## src/rtl/edge_list_reader.sv

```systemverilog
`default_nettype none
// ============================================================================
// Module      : edge_list_reader
// Description : Walks a graph image in dmem (header at BASE, packed edge
//               words after it) and streams one (u,v) edge per handshake.
//               Optional feature macro: EDGE_RANGE_CHECK_EN (drops edges whose
//               endpoints fall outside n_nodes and raises a sticky err).
// Revision    : 1.0 - initial release
// ============================================================================
module edge_list_reader #(
    parameter int                DATA_W = 32,
    parameter int                ADDR_W = 16,
    parameter logic [ADDR_W-1:0] BASE   = '0
) (
    input  logic              clk,
    input  logic              rst,
    input  logic              start,
    output logic [ADDR_W-1:0] mem_a,
    input  logic [DATA_W-1:0] mem_rd,
    output logic [7:0]        n_nodes,
    output logic [7:0]        n_edges,
    output logic [15:0]       hdr_aux,
    output logic              e_valid,
    input  logic              e_ready,
    output logic [7:0]        e_u,
    output logic [7:0]        e_v,
    output logic              busy,
    output logic              done,
    output logic              err
);

    typedef enum logic [2:0] {
        S_IDLE    = 3'd0,
        S_HDR     = 3'd1,
        S_FETCH   = 3'd2,
        S_EMIT_HI = 3'd3,
        S_EMIT_LO = 3'd4,
        S_DONE    = 3'd5
    } state_t;

    state_t            r_state;
    state_t            w_state;
    logic [7:0]        r_remaining;
    logic [7:0]        w_remaining;
    logic [15:0]       r_word_lo;
    logic [15:0]       w_word_lo;
    logic [ADDR_W-1:0] w_mem_a;
    logic [7:0]        w_n_nodes;
    logic [7:0]        w_n_edges;
    logic [15:0]       w_hdr_aux;
    logic              w_e_valid;
    logic [7:0]        w_e_u;
    logic [7:0]        w_e_v;
    logic              w_fetch_ok;
    logic              w_lo_ok;
    logic              w_slot_done;

`ifdef EDGE_RANGE_CHECK_EN
    // An out-of-range edge is loaded with e_valid low, so its slot retires
    // on its own after one cycle without waiting for e_ready.
    assign w_fetch_ok  = (mem_rd[31:24] < n_nodes) && (mem_rd[23:16] < n_nodes);
    assign w_lo_ok     = (r_word_lo[15:8] < n_nodes) && (r_word_lo[7:0] < n_nodes);
    assign w_slot_done = e_valid ? e_ready : 1'b1;
`else
    assign w_fetch_ok  = 1'b1;
    assign w_lo_ok     = 1'b1;
    assign w_slot_done = e_ready;
`endif

    always_ff @(posedge clk) begin
        if (rst) begin
            r_state     <= S_IDLE;
            mem_a       <= '0;
            n_nodes     <= 8'd0;
            n_edges     <= 8'd0;
            hdr_aux     <= 16'd0;
            r_remaining <= 8'd0;
            r_word_lo   <= 16'd0;
            e_valid     <= 1'b0;
            e_u         <= 8'd0;
            e_v         <= 8'd0;
        end else begin
            r_state     <= w_state;
            mem_a       <= w_mem_a;
            n_nodes     <= w_n_nodes;
            n_edges     <= w_n_edges;
            hdr_aux     <= w_hdr_aux;
            r_remaining <= w_remaining;
            r_word_lo   <= w_word_lo;
            e_valid     <= w_e_valid;
            e_u         <= w_e_u;
            e_v         <= w_e_v;
        end
    end

    always_comb begin
        w_state     = r_state;
        w_mem_a     = mem_a;
        w_n_nodes   = n_nodes;
        w_n_edges   = n_edges;
        w_hdr_aux   = hdr_aux;
        w_remaining = r_remaining;
        w_word_lo   = r_word_lo;
        w_e_valid   = e_valid;
        w_e_u       = e_u;
        w_e_v       = e_v;
        case (r_state)
            S_IDLE: begin
                if (start) begin
                    w_state = S_HDR;
                    w_mem_a = BASE;
                end
            end
            S_HDR: begin
                w_n_nodes   = mem_rd[31:24];
                w_n_edges   = mem_rd[23:16];
                w_hdr_aux   = mem_rd[15:0];
                w_remaining = mem_rd[23:16];
                if (mem_rd[23:16] == 8'd0) begin
                    w_state = S_DONE;
                end else begin
                    w_state = S_FETCH;
                    w_mem_a = BASE + ADDR_W'(1);
                end
            end
            S_FETCH: begin
                // The high half goes straight to the output register so the
                // first edge of a word is presented the cycle after the read.
                w_word_lo = mem_rd[15:0];
                w_e_u     = mem_rd[31:24];
                w_e_v     = mem_rd[23:16];
                w_e_valid = w_fetch_ok;
                w_state   = S_EMIT_HI;
            end
            S_EMIT_HI: begin
                if (w_slot_done) begin
                    w_remaining = r_remaining - 8'd1;
                    if (r_remaining == 8'd1) begin
                        w_e_valid = 1'b0;
                        w_state   = S_DONE;
                    end else begin
                        w_e_u     = r_word_lo[15:8];
                        w_e_v     = r_word_lo[7:0];
                        w_e_valid = w_lo_ok;
                        w_state   = S_EMIT_LO;
                    end
                end
            end
            S_EMIT_LO: begin
                if (w_slot_done) begin
                    w_remaining = r_remaining - 8'd1;
                    w_e_valid   = 1'b0;
                    if (r_remaining == 8'd1) begin
                        w_state = S_DONE;
                    end else begin
                        w_mem_a = mem_a + ADDR_W'(1);
                        w_state = S_FETCH;
                    end
                end
            end
            S_DONE: begin
                w_state = S_IDLE;
            end
            default: begin
                w_state   = S_IDLE;
                w_e_valid = 1'b0;
            end
        endcase
    end

    assign busy = (r_state != S_IDLE);
    assign done = (r_state == S_DONE);

`ifdef EDGE_RANGE_CHECK_EN
    logic r_err;

    always_ff @(posedge clk) begin
        if (rst) begin
            r_err <= 1'b0;
        end else if ((r_state == S_IDLE) && start) begin
            r_err <= 1'b0;
        end else if (((r_state == S_EMIT_HI) || (r_state == S_EMIT_LO)) && !e_valid) begin
            r_err <= 1'b1;
        end
    end

    assign err = r_err;
`else
    assign err = 1'b0;
`endif

endmodule
`default_nettype wire

```

## config.mk

```make
export PLATFORM = sky130hd
export DESIGN_NAME = edge_list_reader
export DESIGN_NICKNAME = d
export VERILOG_FILES = /design/src/rtl/edge_list_reader.sv
export SDC_FILE = /design/constraint.sdc
export NUM_CORES = 1
export LEC_CHECK = 0
export BUFFER_PORTS_ARGS = -buffer_cell sky130_fd_sc_hd__buf_2
export CORE_AREA = 4 4 94 114
export CTS_CLUSTER_DIAMETER = 60
export DETAILED_ROUTE_END_ITERATION = 8
export DIE_AREA = 0 0 98 118
export GPL_TIMING_DRIVEN = 0
export PLACE_DENSITY = 0.71
export SYNTH_ARGS = -nofsm -noshare
export SYNTH_HDL_FRONTEND = slang
export SYNTH_SLANG_ARGS = --single-unit
```

## constraint.sdc

```tcl
create_clock -name clk -period 1.9 [get_ports clk]
set_clock_uncertainty 0.2 [all_clocks]
set_input_delay 0.19 -clock clk [delete_from_list [all_inputs] [get_ports clk]]
set_output_delay 0.19 -clock clk [all_outputs]
set_load 0.005 [all_outputs]
```

---- Word-level counts from Yosys, hierarchy flattened ----
Index checks and enable logic that the tools add are counted.
word-level totals
  register bits ........................... 92
  input port bits ......................... 36
  output and inout bits ................... 68
  word-level logic and storage cells ...... 63
operators by class
  add/sub/neg operators ................... 2
  equal/unequal tests ..................... 13
  muxes and demuxes ....................... 24
  bitwise operators ....................... 1
  reductions and logical operators ........ 13
operator list
  kind                                                   number
  2-to-1 mux 16 bit                                      4
  one-hot mux 16 bit (3 select lines)                    1
  one-hot mux 8 bit (2 select lines)                     3
  2-to-1 mux 8 bit                                       5
  adder 16 x 1 -> 16 bit, second input constant          1
  2-to-1 mux 3 bit                                       5
  one-hot mux 3 bit (5 select lines)                     1
  inequality test 2 bit, second input constant           6
  AND reduction 3 bit                                    3
  == test 8 x 1 -> 1 bit, second input constant          1
  logical NOT 8 bit                                      1
  subtractor 8 x 1 -> 8 bit, second input constant       1
  == test 3 x 2 -> 1 bit, second input constant          2
  == test 3 bit, second input constant                   2
  nonzero test 3 bit                                     2
  AND reduction 5 bit                                    1
  2-to-1 mux 1 bit                                       4
  one-hot mux 1 bit (4 select lines)                     1
  nonzero test 2 bit                                     2
  == test 3 x 1 -> 1 bit, second input constant          1
  logical NOT 3 bit                                      1
  OR reduction 3 bit                                     1
  inequality test 2 x 1 -> 1 bit, second input constant  1
  AND reduction 2 bit                                    1
  2 further kinds                                        2

---- Longest topological paths before layout ----
Gate-level depths: netlist of run 1.
  depth after elaboration ................. 4
  depth in mapped cells ................... 8
  mapped depth without buffers ............ 6

---- Worst setup path before layout of run 1 ----
OpenSTA, ideal clock, no wires.
  kind .................................... reg-to-reg
  from .................................... reg mem_a[0]
  to ...................................... reg mem_a[14]
  library setup time ...................... 142 ps
  data arrival time ....................... 1,670 ps
  required time ........................... 1,558 ps
  path slack .............................. -112 ps
  cell stages (with the launch flop) ...... 6
  path buffers ............................ 0
  clock period less this slack ............ 2,012 ps
  cells stage by stage .................... dfxtp_1 > ha_1 > nand3_1 > or4_1 > o2111ai_1 > o311ai_0
on the way
  cells in the longest elaborated chain, start to end .. 4
ends and longest elaborated chain
  element                              line  text
  from (decl)                          18    output logic [ADDR_W-1:0] mem_a,
  from (signal assigned)               84    mem_a <= w_mem_a;
  adder 16 x 1 -> 16 bit               156   w_mem_a = mem_a + ADDR_W'(1);
  2-to-1 mux 16 bit                    153   if (r_remaining == 8'd1) begin
  2-to-1 mux 16 bit                    150   if (w_slot_done) begin
  one-hot mux 16 bit (3 select lines)  107   case (r_state)
No other way between the ends. The select of a mux whose other input is x is not followed.
A chain may end at the register's enable or synchronous reset.

---- Worst setup path after layout of run 1 ----
  from .................................... reg r_remaining[0]
  to ...................................... reg r_remaining[6]
on the way
  cells in the longest elaborated chain, start to end .. 3
ends and longest elaborated chain
  element                             line      text
  from (decl)                         43        logic [7:0] r_remaining;
  from (signal assigned)              88        r_remaining <= w_remaining;
  subtractor 8 x 1 -> 8 bit           137, 151
  2-to-1 mux 8 bit                    136, 150
  one-hot mux 8 bit (2 select lines)  107
No other way between the ends. The select of a mux whose other input is x is not followed.

==> results of run 1 <==
-- layout make-up --
| cell class | count | share of cell area, % |
|---|---|---|
| Clock inverter | 5 | 0.969 |
| Sequential cell | 92 | 30.0 |
| Buffer | 38 | 4.36 |
| Timing Repair Buffer | 164 | 18.2 |
| Tap cell | 123 | 2.48 |
| Multi-Input combinational cell | 388 | 39.8 |
| Inverter | 6 | 0.363 |
| Clock buffer | 11 | 3.75 |
| Antenna cell | 1 | 0.0404 |
-- flip-flops by register name (all words and copies together), names as in the netlist --
register,cells
n_nodes,8
r_word_lo,16
r_remaining,8
n_edges,8
hdr_aux,16
e_u,8
e_valid,1
mem_a,16
e_v,8
r_state,3
-- worst paths after layout --
kind                                        to
worst max register to register  r_remaining[6]
worst min-delay path            r_remaining[1]
worst min register to register      n_nodes[6]
worst max-delay path            r_remaining[6]
-- power groups by stage --
stage	Combinational [uW]	Sequential, uW	Clock [uW]
4_1_cts	2210	2490	1810
5_1_grt	2740	2530	1910
3_5_place_dp	1860	2500	0
2_1_floorplan	1230	2480	0
6_report	2560	2520	1810
3_3_place_gp	1810	2490	0
-- logic make-up (layout without fill, tap and decap cells) --
family | count (synthesis) | count (layout) | share of synthesized area [%]
adder cells (fa/ha/maj) | 3 | 3 | 0.882
flip-flops | 92 | 92 | 43.3
AND/OR/NAND/NOR | 234 | 234 | 26.1
AO/OA/AOI/OAI | 147 | 147 | 23.4
other | 1 | 2 | 0.0881
multiplexers | 3 | 3 | 0.735
buffers and inverters | 50 | 224 | 5.53
-- layer usage --
metal  wire length (um)  up-vias  GRT usage, %
met1               5840     2320          28.6
met2               7560      294          41.8
li1                   -     2260             -
met5                  0        -             0
met4                799        0          14.9
met3               1350       73          5.51
-- metrics by stage --
| step | std cells | hold slack, ns | power [uW] | setup slack, ns | setup TNS [ns] |
|---|---|---|---|---|---|
| 6_report | 828 | 0.0236 | 6880 | -0.156 | -1.73 |
| 5_1_grt | 828 | 0.0714 | 7180 | -0.205 | -3.22 |
| 4_1_cts | 820 | 0.0210 | 6510 | -0.0919 | -0.954 |
| 3_5_place_dp | 754 | 0.247 | 4370 | -0.544 | -15.74 |
| 3_3_place_gp | 754 | 0.241 | 4310 | -0.528 | -13.42 |
| 2_1_floorplan | 530 | 0.126 | 3710 | -0.0432 | -0.549 |
-- cell usage in the layout, fill, tap and decap left out, types with 16 or more instances in the layout --
cell,count
a21oi_1,66
a311oi_2,16
buf_2,103
buf_4,26
clkbuf_1,17
dfxtp_1,83
dlygate4sd3_1,32
nand2_1,142
nor3_1,19
-- critical path, cell delays in order, from the launching register on --
cell	delay (ns)
dfxtp_4	0.37
inv_1	0.06
ha_1	0.21
or3b_4	0.42
or3_1	0.31
a21oi_1	0.20
o221a_2	0.23
-- synth_stat cells, types with 2 or more instances --
master / count
a211oi_1: 4
a21o_1: 3
a21oi_1: 70
a311oi_1: 23
a311oi_2: 4
a31oi_1: 9
a41oi_1: 2
and3_1: 5
and4_1: 2
buf_2: 7
buf_4: 2
buf_6: 4
clkbuf_1: 30
dfxtp_1: 92
ha_1: 3
inv_1: 6
mux2i_1: 2
nand2_1: 143
nand2b_1: 2
nand3_1: 9
nand3b_1: 2
nand4_1: 7
nor2_1: 12
nor2b_1: 4
nor3_1: 23
nor3b_1: 2
nor3b_2: 2
nor4_1: 4
o21ai_0: 10
o2bb2ai_1: 2
o311ai_0: 2
o32ai_1: 3
or3_1: 2
or3b_2: 3
or4_1: 3
-- timing repair --
item,CTS,global route
cloned,1,3
setup buffers,21,7
pin swaps,12,16
hold buffers,32,0
endpoints found under the hold margin,65,0
gates resized for setup,58,54
endpoints found under the setup margin,81,73
==> impl_metrics.json, run 1 <==
{
  "overflow": 0,
  "firstDrtPassIters": 6,
  "synth-edff-count": 0,
  "reg2reg_from": "r_remaining[0]",
  "seq_area_frac_synth_pct": 43.3,
  "clkPwrFrac_pct": 26.3,
  "leakagePower_uw": 0.00248,
  "syn_nets": 569,
  "fin_nets": 738,
  "die_w_um": 98,
  "path_max_fanout": 6,
  "start_kind": "register",
  "crit_start": "r_remaining[0]",
  "switching_share_pct": 35.2,
  "drc": 0,
  "setup_viol": 18,
  "p_int_uw": 4460,
  "multi_input_area_sq_um": 2460,
  "hp-class": "input pin to register",
  "finalCriticalPeriod_ns": 2.06,
  "gp_congestion": 0.881,
  "post-route-util_pct": 65.1,
  "setup_slack_ns": -0.156,
  "netlist_instances": 530,
  "cts_sinks": 92,
  "tightest_slew_ns": 0.751,
  "async_reset_ff_share_pct": 0,
  "drive_gt1_share_pct": 33.7,
  "regArea_sq_um": 1860,
  "finalWirelength_um": 15500,
  "clk_latency_ns": 0.34,
  "reg2reg_depth": 6,
  "final_area_sq_um": 6200,
  "fillers": 770,
  "ioPinCount": 104,
  "power.density_nw_per_um2": 1110,
  "required_ns": 1.98,
  "synth_top_cell_by_area": "dfxtp_1",
  "cts_tree": "done",
  "dr.first_iter.drc_count": 517,
  "die_area_sq_um": 11600,
  "cp.arrival_ns": 2.13,
  "final_antenna_net_count": 0,
  "worstSetupEndpointType": "register",
  "synth_area_sq_um": 4260,
  "vias": 4947,
  "finalHoldViolCount": 0,
  "num_rows": 39,
  "wl_per_cell_um": 18.8,
  "outcome": "complete, but fails checks",
  "antenna_found_initial": 1,
  "synthFlopType": "dfxtp_1",
  "grt_pass1_vias": 4723,
  "synth_cell_types": 62,
  "via_per_inst": 5.97,
  "clockBufferDepth": 2,
  "switchingPower_uw": 2420,
  "grt_pass1_wl_um": 23400,
  "core_sq_um": 9520,
  "htreeDepth": 3,
  "p_seq_share_pct": 36.6,
  "reg2reg_slack_ns": -0.16,
  "fin_crit_sh_pct": 108,
  "chipHeight_um": 118,
  "ys_ff_latch": 92,
  "grt_max_degree": 16,
  "synth_warnings": 0,
  "dp_hpwl_um": 9790,
  "dpl_cell_area_sq_um": 4940,
  "cts.clk_slew.worst_paths_ns": 0.06,
  "path_class": "register to register",
  "violations": "setup timing",
  "hold_depth": 3,
  "drv_cap": 0,
  "root_buffer": "clkbuf_16",
  "fmax_ghz": 0.486,
  "hold_start": "mem_rd[17]",
  "p_comb_share_pct": 37.2,
  "finalMaxSlewViolations": 0,
  "synth_top_area_share_pct": 43.3,
  "area_growth_pct": 45.7,
  "cts_made_buffers": 9,
  "max_slew_margin_pct": 50.0,
  "gr-usage-all-layers_pct": 24.9,
  "rsz0062_at_grt": "yes",
  "start_util_pct": 44.7,
  "syn_avg_cell_area_sq_um": 8.03,
  "ir_drop_v": 0.000659,
  "port_buffers": 101,
  "synthTopCellsByArea": "dfxtp_1, nand2_1, a21oi_1"
}
No activity file was read; power rests on OpenSTA's default activity.
==> inputs of run 2 (changes only) <==
--- a/config.mk
+++ b/config.mk
@@ -11,7 +11,8 @@
 export DETAILED_ROUTE_END_ITERATION = 8
 export DIE_AREA = 0 0 98 118
 export GPL_TIMING_DRIVEN = 0
-export PLACE_DENSITY = 0.71
+export HOLD_SLACK_MARGIN = 0.02
+export PLACE_DENSITY = 0.82
 export SYNTH_ARGS = -nofsm -noshare
 export SYNTH_HDL_FRONTEND = slang
 export SYNTH_SLANG_ARGS = --single-unit
==> run 2 against run 1 <==
  * Highest routed layer unchanged
  * Critical endpoint is now mem_a[14]
  * Sequential power is essentially flat
  * Clock power hardly changed
  * Worst setup slack worse by 0.018 ns
  * Combinational power grew 8%
  * The flow still finishes with violations (setup timing)
  * Core utilization rose by 0.88 points
  * Cell area is 1.4% higher
  * Sequential share of layout area down 0.42 points
  * Critical path type unchanged
==> impl_metrics.json, run 2 (synthesis gave the netlist of run 1 again) <==
{
  "outcome": "complete, but fails checks",
  "violations": "setup timing",
  "reg2reg_to": "mem_a[14]",
  "rsz0062_at_grt": "yes",
  "cts_made_buffers": 9,
  "htreeDepth": 3,
  "cp.arrival_ns": 2.11,
  "worstSetupEndpointType": "register",
  "path_class": "register to register",
  "cts_sinks": 92,
  "grt_pass1_wl_um": 24800,
  "gr-usage-all-layers_pct": 26.4,
  "vias": 5051,
  "finalWirelength_um": 16300,
  "die_w_um": 98,
  "max_slew_margin_pct": 36.8,
  "setup_viol": 31,
  "clkPwrFrac_pct": 25.8,
  "overflow": 0,
  "p_int_uw": 4590,
  "reg2reg_from": "r_state[2]",
  "p_comb_share_pct": 38.8,
  "chipHeight_um": 118,
  "drc": 0,
  "p_seq_share_pct": 35.5,
  "worst-path-stages": 6,
  "wl_per_cell_um": 19.5,
  "root_buffer": "clkbuf_16",
  "switchingPower_uw": 2530,
  "post-route-util_pct": 66.0,
  "gp_congestion": 0.924,
  "drive_gt1_share_pct": 36.0,
  "dr.first_iter.drc_count": 592,
  "port_buffers": 101,
  "finalHoldViolCount": 0,
  "clockBufferDepth": 2,
  "cpMaxStageDelayCell": "or4bb_4",
  "grt_pass1_vias": 4982,
  "antenna_found_initial": 0,
  "area_growth_pct": 47.6,
  "n_antenna_cell": 0,
  "num_rows": 39,
  "firstDrtPassIters": 5,
  "finalCriticalPeriod_ns": 2.07,
  "power.density_nw_per_um2": 1130,
  "finalNonFillerCells": 835,
  "start_kind": "register",
  "switching_share_pct": 35.5,
  "worstSetupEndpoint": "mem_a[14]",
  "drv_cap": 0,
  "leakagePower_uw": 0.00253,
  "reg2reg_depth": 6,
  "final_common_cell": "nand2_1",
  "die_area_sq_um": 11600,
  "critPathBufInv": 2,
  "crit_start": "r_state[2]",
  "crit_family": "simple AND/OR/NAND/NOR gates",
  "dp_hpwl_um": 9950,
  "cts_tree": "done",
  "grt_max_degree": 20,
  "clk_latency_ns": 0.35,
  "ioPinCount": 104,
  "cts.clk_slew.worst_paths_ns": 0.07,
  "max_stage_delay_ns": 0.55,
  "reg2reg_slack_ns": -0.17,
  "cp_cell_sequence": "buf_6, or4bb_4, o211ai_4, nand2_4, buf_4, o311ai_1",
  "hp-class": "input pin to register",
  "core_sq_um": 9520,
  "finalMaxSlewViolations": 0,
  "finalSetupTns_ns": -1.97,
  "required_ns": 1.94,
  "via_per_inst": 6.05,
  "ir_drop_v": 0.000639,
  "layout_common_cells": "nand2_1, buf_2, dfxtp_1, a21oi_1, buf_4",
  "setup_slack_ns": -0.173,
  "fin_crit_sh_pct": 109,
  "fin_nets": 747,
  "final_antenna_net_count": 0,
  "largest_registers": "hdr_aux: 16 flops, mem_a: 16 flops, r_word_lo: 16 flops",
  "dp_cells": 754,
  "tightest_slew_ns": 0.939,
  "start_util_pct": 44.7,
  "fmax_ghz": 0.482,
  "path_max_fanout": 5
}
-- run 2: cell types whose count changed in the layout (fill, tap and decap cells not counted), moves of 3 or more --
cell      before  now
buf_8          4    0
clkbuf_1      17   13
buf_4         26   42
o21ai_1        1    4
a311oi_1      11    3
buf_2        103  100
a311oi_2      16   24
o21ai_0        9    6
-- run 2: per-stage QoR --
step                      hold WS [ns]  total power (uW)  setup WS, ns  instance area [sq um]
after floorplan                  0.126              3710       -0.0432                   4280
after global placement           0.240              4290        -0.443                   4940
after detailed placement         0.248              4380        -0.529                   4940
after CTS                       0.0282              6680       -0.0848                   6060
after global routing            0.0795              7410        -0.236                   6280
final                           0.0380              7120        -0.173                   6280
-- run 2: tightest hold or removal path, stage by stage --
cell      delay [ns]
buf_2           0.12
o211ai_1        0.10
a21oi_1         0.13
-- run 2: metal layers --
| layer | global-route usage (%) | wire length, um |
|---|---|---|
| met1 | 30.4 | 5890 |
| met2 | 44.6 | 8030 |
| met3 | 4.98 | 1490 |
| met4 | 16.2 | 898 |
| met5 | 0 | 0 |
-- run 2: final cells by class --
class / instances / area, sq um
buffer: 36 / 235
clock buffer: 11 / 243
clock inverter: 4 / 58.8
fill: 732 / 3230
inverter: 6 / 22.5
multi-input combinational: 388 / 2520
sequential: 92 / 1860
tap: 123 / 154
timing repair buffer: 175 / 1190
-- run 2: worst min-delay path by stage --
| stage | startpoint | end | slack, ns | cells after the start |
|---|---|---|---|---|
| CTS | mem_rd[21] | r_remaining[5] | 0.03 | 3 |
| floorplan | mem_rd[0] | r_word_lo[0] | 0.13 | 2 |
| global placement | n_edges[0] | n_edges[0] | 0.24 | 2 |
| finish | mem_rd[17] | r_remaining[1] | 0.04 | 3 |
| detailed placement | r_word_lo[4] | r_word_lo[4] | 0.25 | 2 |
| global route | mem_rd[17] | r_remaining[1] | 0.08 | 3 |
-- run 2: timing repair --
item / in CTS / in global routing
endpoints found under the hold margin: 65 / 0
resized for setup: 63 / 54
endpoints found under the setup margin: 81 / 81
buffers inserted: 32 / 10
gates cloned: 2 / 0
pin swaps: 13 / 14
hold buffers: 32 / 0
-- run 2: power groups by stage --
| stage | Sequential [uW] | Combinational (uW) | Clock (uW) |
|---|---|---|---|
| final | 2520 | 2760 | 1830 |
| after global routing | 2550 | 2940 | 1920 |
| after CTS | 2480 | 2350 | 1840 |
| after detailed placement | 2500 | 1870 | 0 |
| after global placement | 2490 | 1800 | 0 |
| after floorplan | 2480 | 1230 | 0 |
==> inputs of run 3 (changes only) <==
--- a/config.mk
+++ b/config.mk
@@ -6,13 +6,14 @@
 export NUM_CORES = 1
 export LEC_CHECK = 0
 export BUFFER_PORTS_ARGS = -buffer_cell sky130_fd_sc_hd__buf_2
+export CAP_MARGIN = 20
 export CORE_AREA = 4 4 94 114
 export CTS_CLUSTER_DIAMETER = 60
 export DETAILED_ROUTE_END_ITERATION = 8
 export DIE_AREA = 0 0 98 118
 export GPL_TIMING_DRIVEN = 0
 export HOLD_SLACK_MARGIN = 0.02
-export PLACE_DENSITY = 0.82
+export PLACE_DENSITY = 0.79
 export SYNTH_ARGS = -nofsm -noshare
 export SYNTH_HDL_FRONTEND = slang
 export SYNTH_SLANG_ARGS = --single-unit
==> constraint.sdc (replaced) <==
create_clock -name clk -period 2.6 [get_ports clk]
set_clock_uncertainty 0.2 [all_clocks]
set_input_delay 0.26 -clock clk [delete_from_list [all_inputs] [get_ports clk]]
set_output_delay 0.26 -clock clk [all_outputs]
set_load 0.005 [all_outputs]
==> run 3 against run 2 <==
  * Worst setup slack gained 0.37 ns
  * Critical endpoint is now e_u[5]
  * Fmax down 14%
  * Combinational power fell by 48%
  * First-iteration DRC count decreased by 14%
  * Worst hold slack got worse by 0.019 ns
  * Sequential share of layout area increased by 3.7 points
  * Die area is the same
  * Cell area decreased by 12%
  * Cell count down 4.0%
  * The flow now finishes without violations
  * Global-route usage down 3.1 points
  * Via count down 7.0%
  * Largest cell class unchanged
==> impl_metrics.json, run 3 (synthesis gave the netlist of run 1 again) <==
{
  "outcome": "completed",
  "die_area_sq_um": 11600,
  "drive_gt1_share_pct": 22.4,
  "fin_nets": 712,
  "power.density_nw_per_um2": 830,
  "critPathBufInv": 2,
  "start_util_pct": 44.7,
  "ir_drop_v": 0.000486,
  "dp_hpwl_um": 9620,
  "reg2reg_to": "e_u[5]",
  "reg2reg_slack_ns": 0.20,
  "cts_sinks": 92,
  "start_kind": "register",
  "max_slew_margin_pct": 53.2,
  "min_to": "n_edges[3]",
  "clk_latency_ns": 0.34,
  "leakagePower_uw": 0.00223,
  "crit_start": "r_remaining[1]",
  "htreeDepth": 3,
  "path_max_fanout": 10,
  "cpMaxStageDelayCell": "clkbuf_1",
  "root_buffer": "clkbuf_16",
  "area_growth_pct": 30.2,
  "drc": 0,
  "tightest_slew_ns": 0.700,
  "path_class": "register to register",
  "gr-usage-all-layers_pct": 23.3,
  "fmax_ghz": 0.416,
  "finalHoldViolCount": 0,
  "final_antenna_net_count": 0,
  "layout_common_cells": "nand2_1, buf_2, dfxtp_1, a21oi_1",
  "core_sq_um": 9520,
  "finalSetupTns_ns": 0,
  "hold_depth": 3,
  "chipHeight_um": 118,
  "cts_tree": "done",
  "ioPinCount": 104,
  "required_ns": 2.64,
  "finalWirelength_um": 13800,
  "clockBufferDepth": 2,
  "largest_registers": "hdr_aux: 16 flops, mem_a: 16 flops, r_word_lo: 16 flops",
  "antenna_found_initial": 1,
  "final_common_cell": "nand2_1",
  "fin_crit_sh_pct": 92.5,
  "grt_max_degree": 17,
  "grt_pass1_vias": 4654,
  "grt_pass1_wl_um": 22300,
  "setup_viol": 0,
  "via_per_inst": 5.86,
  "hp-class": "input pin to register",
  "worstSetupEndpointType": "register",
  "dr.first_iter.drc_count": 507,
  "reg2reg_from": "r_remaining[1]",
  "cts.clk_slew.worst_paths_ns": 0.07,
  "firstDrtPassIters": 6,
  "cts_made_buffers": 9,
  "port_buffers": 101,
  "rsz0062_at_grt": "no",
  "wl_per_cell_um": 17.3,
  "die_w_um": 98,
  "cp_cell_sequence": "inv_1, ha_1, nor3b_2, a21oi_2, clkbuf_1, nor3_1, a311oi_1",
  "num_rows": 39,
  "hold_start": "mem_rd[19]",
  "overflow": 0,
  "finalCriticalPeriod_ns": 2.40,
  "vias": 4697,
  "finalMaxSlewViolations": 0,
  "gp_congestion": 0.851,
  "drv_cap": 0,
  "max_stage_delay_ns": 0.42,
  "post-route-util_pct": 58.2,
  "reg2reg_depth": 7,
  "post_cts_buffers": 0,
  "crit_family": "compound AO/OA/AOI/OAI gates",
  "cp.arrival_ns": 2.44
}
==> run 3: layout make-up <==
type	instances	area (sq um)
Antenna cell	1	2.50
Timing Repair Buffer	132	813
Multi-Input combinational cell	388	2180
Sequential cell	92	1840
Inverter	6	22.5
Tap cell	123	154
Buffer	44	213
Fill cell	817	3980
Clock inverter	6	70.1
Clock buffer	10	239
==> run 3: per-stage QoR <==
| step | hold WS (ns) | area [sq um] | std cells | worst slack [ns] | power (uW) |
|---|---|---|---|---|---|
| after floorplan | 0.196 | 4260 | 530 | 0.588 | 2700 |
| after global placement | 0.241 | 4910 | 754 | 0.170 | 3130 |
| after detailed placement | 0.245 | 4910 | 754 | 0.146 | 3180 |
| after CTS | 0.0219 | 5520 | 800 | 0.0879 | 4550 |
| after global routing | 0.0379 | 5540 | 802 | 0.0990 | 4820 |
| final | 0.0188 | 5540 | 802 | 0.196 | 4600 |
==> run 3: report_power, final <==
group	switching [uW]	leakage [uW]	internal, uW	total [uW]
registers	173	0.000749	1640	1810
logic	842	0.00132	590	1430
clock network	575	0.000153	780	1350
==> run 3: per-layer routing <==
layer  GRT usage (%)  part of all wire (%)
met1            26.9                    38
met2            40.5                    49
met3            4.56                   8.9
met4            11.4                   3.9
met5               0                     0
==> run 3: worst min-delay path: stages <==
cell and delay, ns:
buf_2 0.14, nand2_1 0.06, a21oi_1 0.05
==> run 3: what timing repair did <==
action | CTS | global route
resized for setup | 0 | 1
setup endpoints to repair | 0 | 1
hold endpoints to repair | 49 | 0
hold buffers | 30 | 0
==> run 3: how the worst max path moves through the flow <==
stage,to,slack [ns],depth (start not counted)
final,e_u[5],0.20,7
after detailed placement,mem_a[8],0.15,6
after global placement,mem_a[8],0.17,6
after CTS,mem_a[8],0.09,6
after floorplan,mem_a[14],0.59,5
after global routing,e_u[0],0.1,6
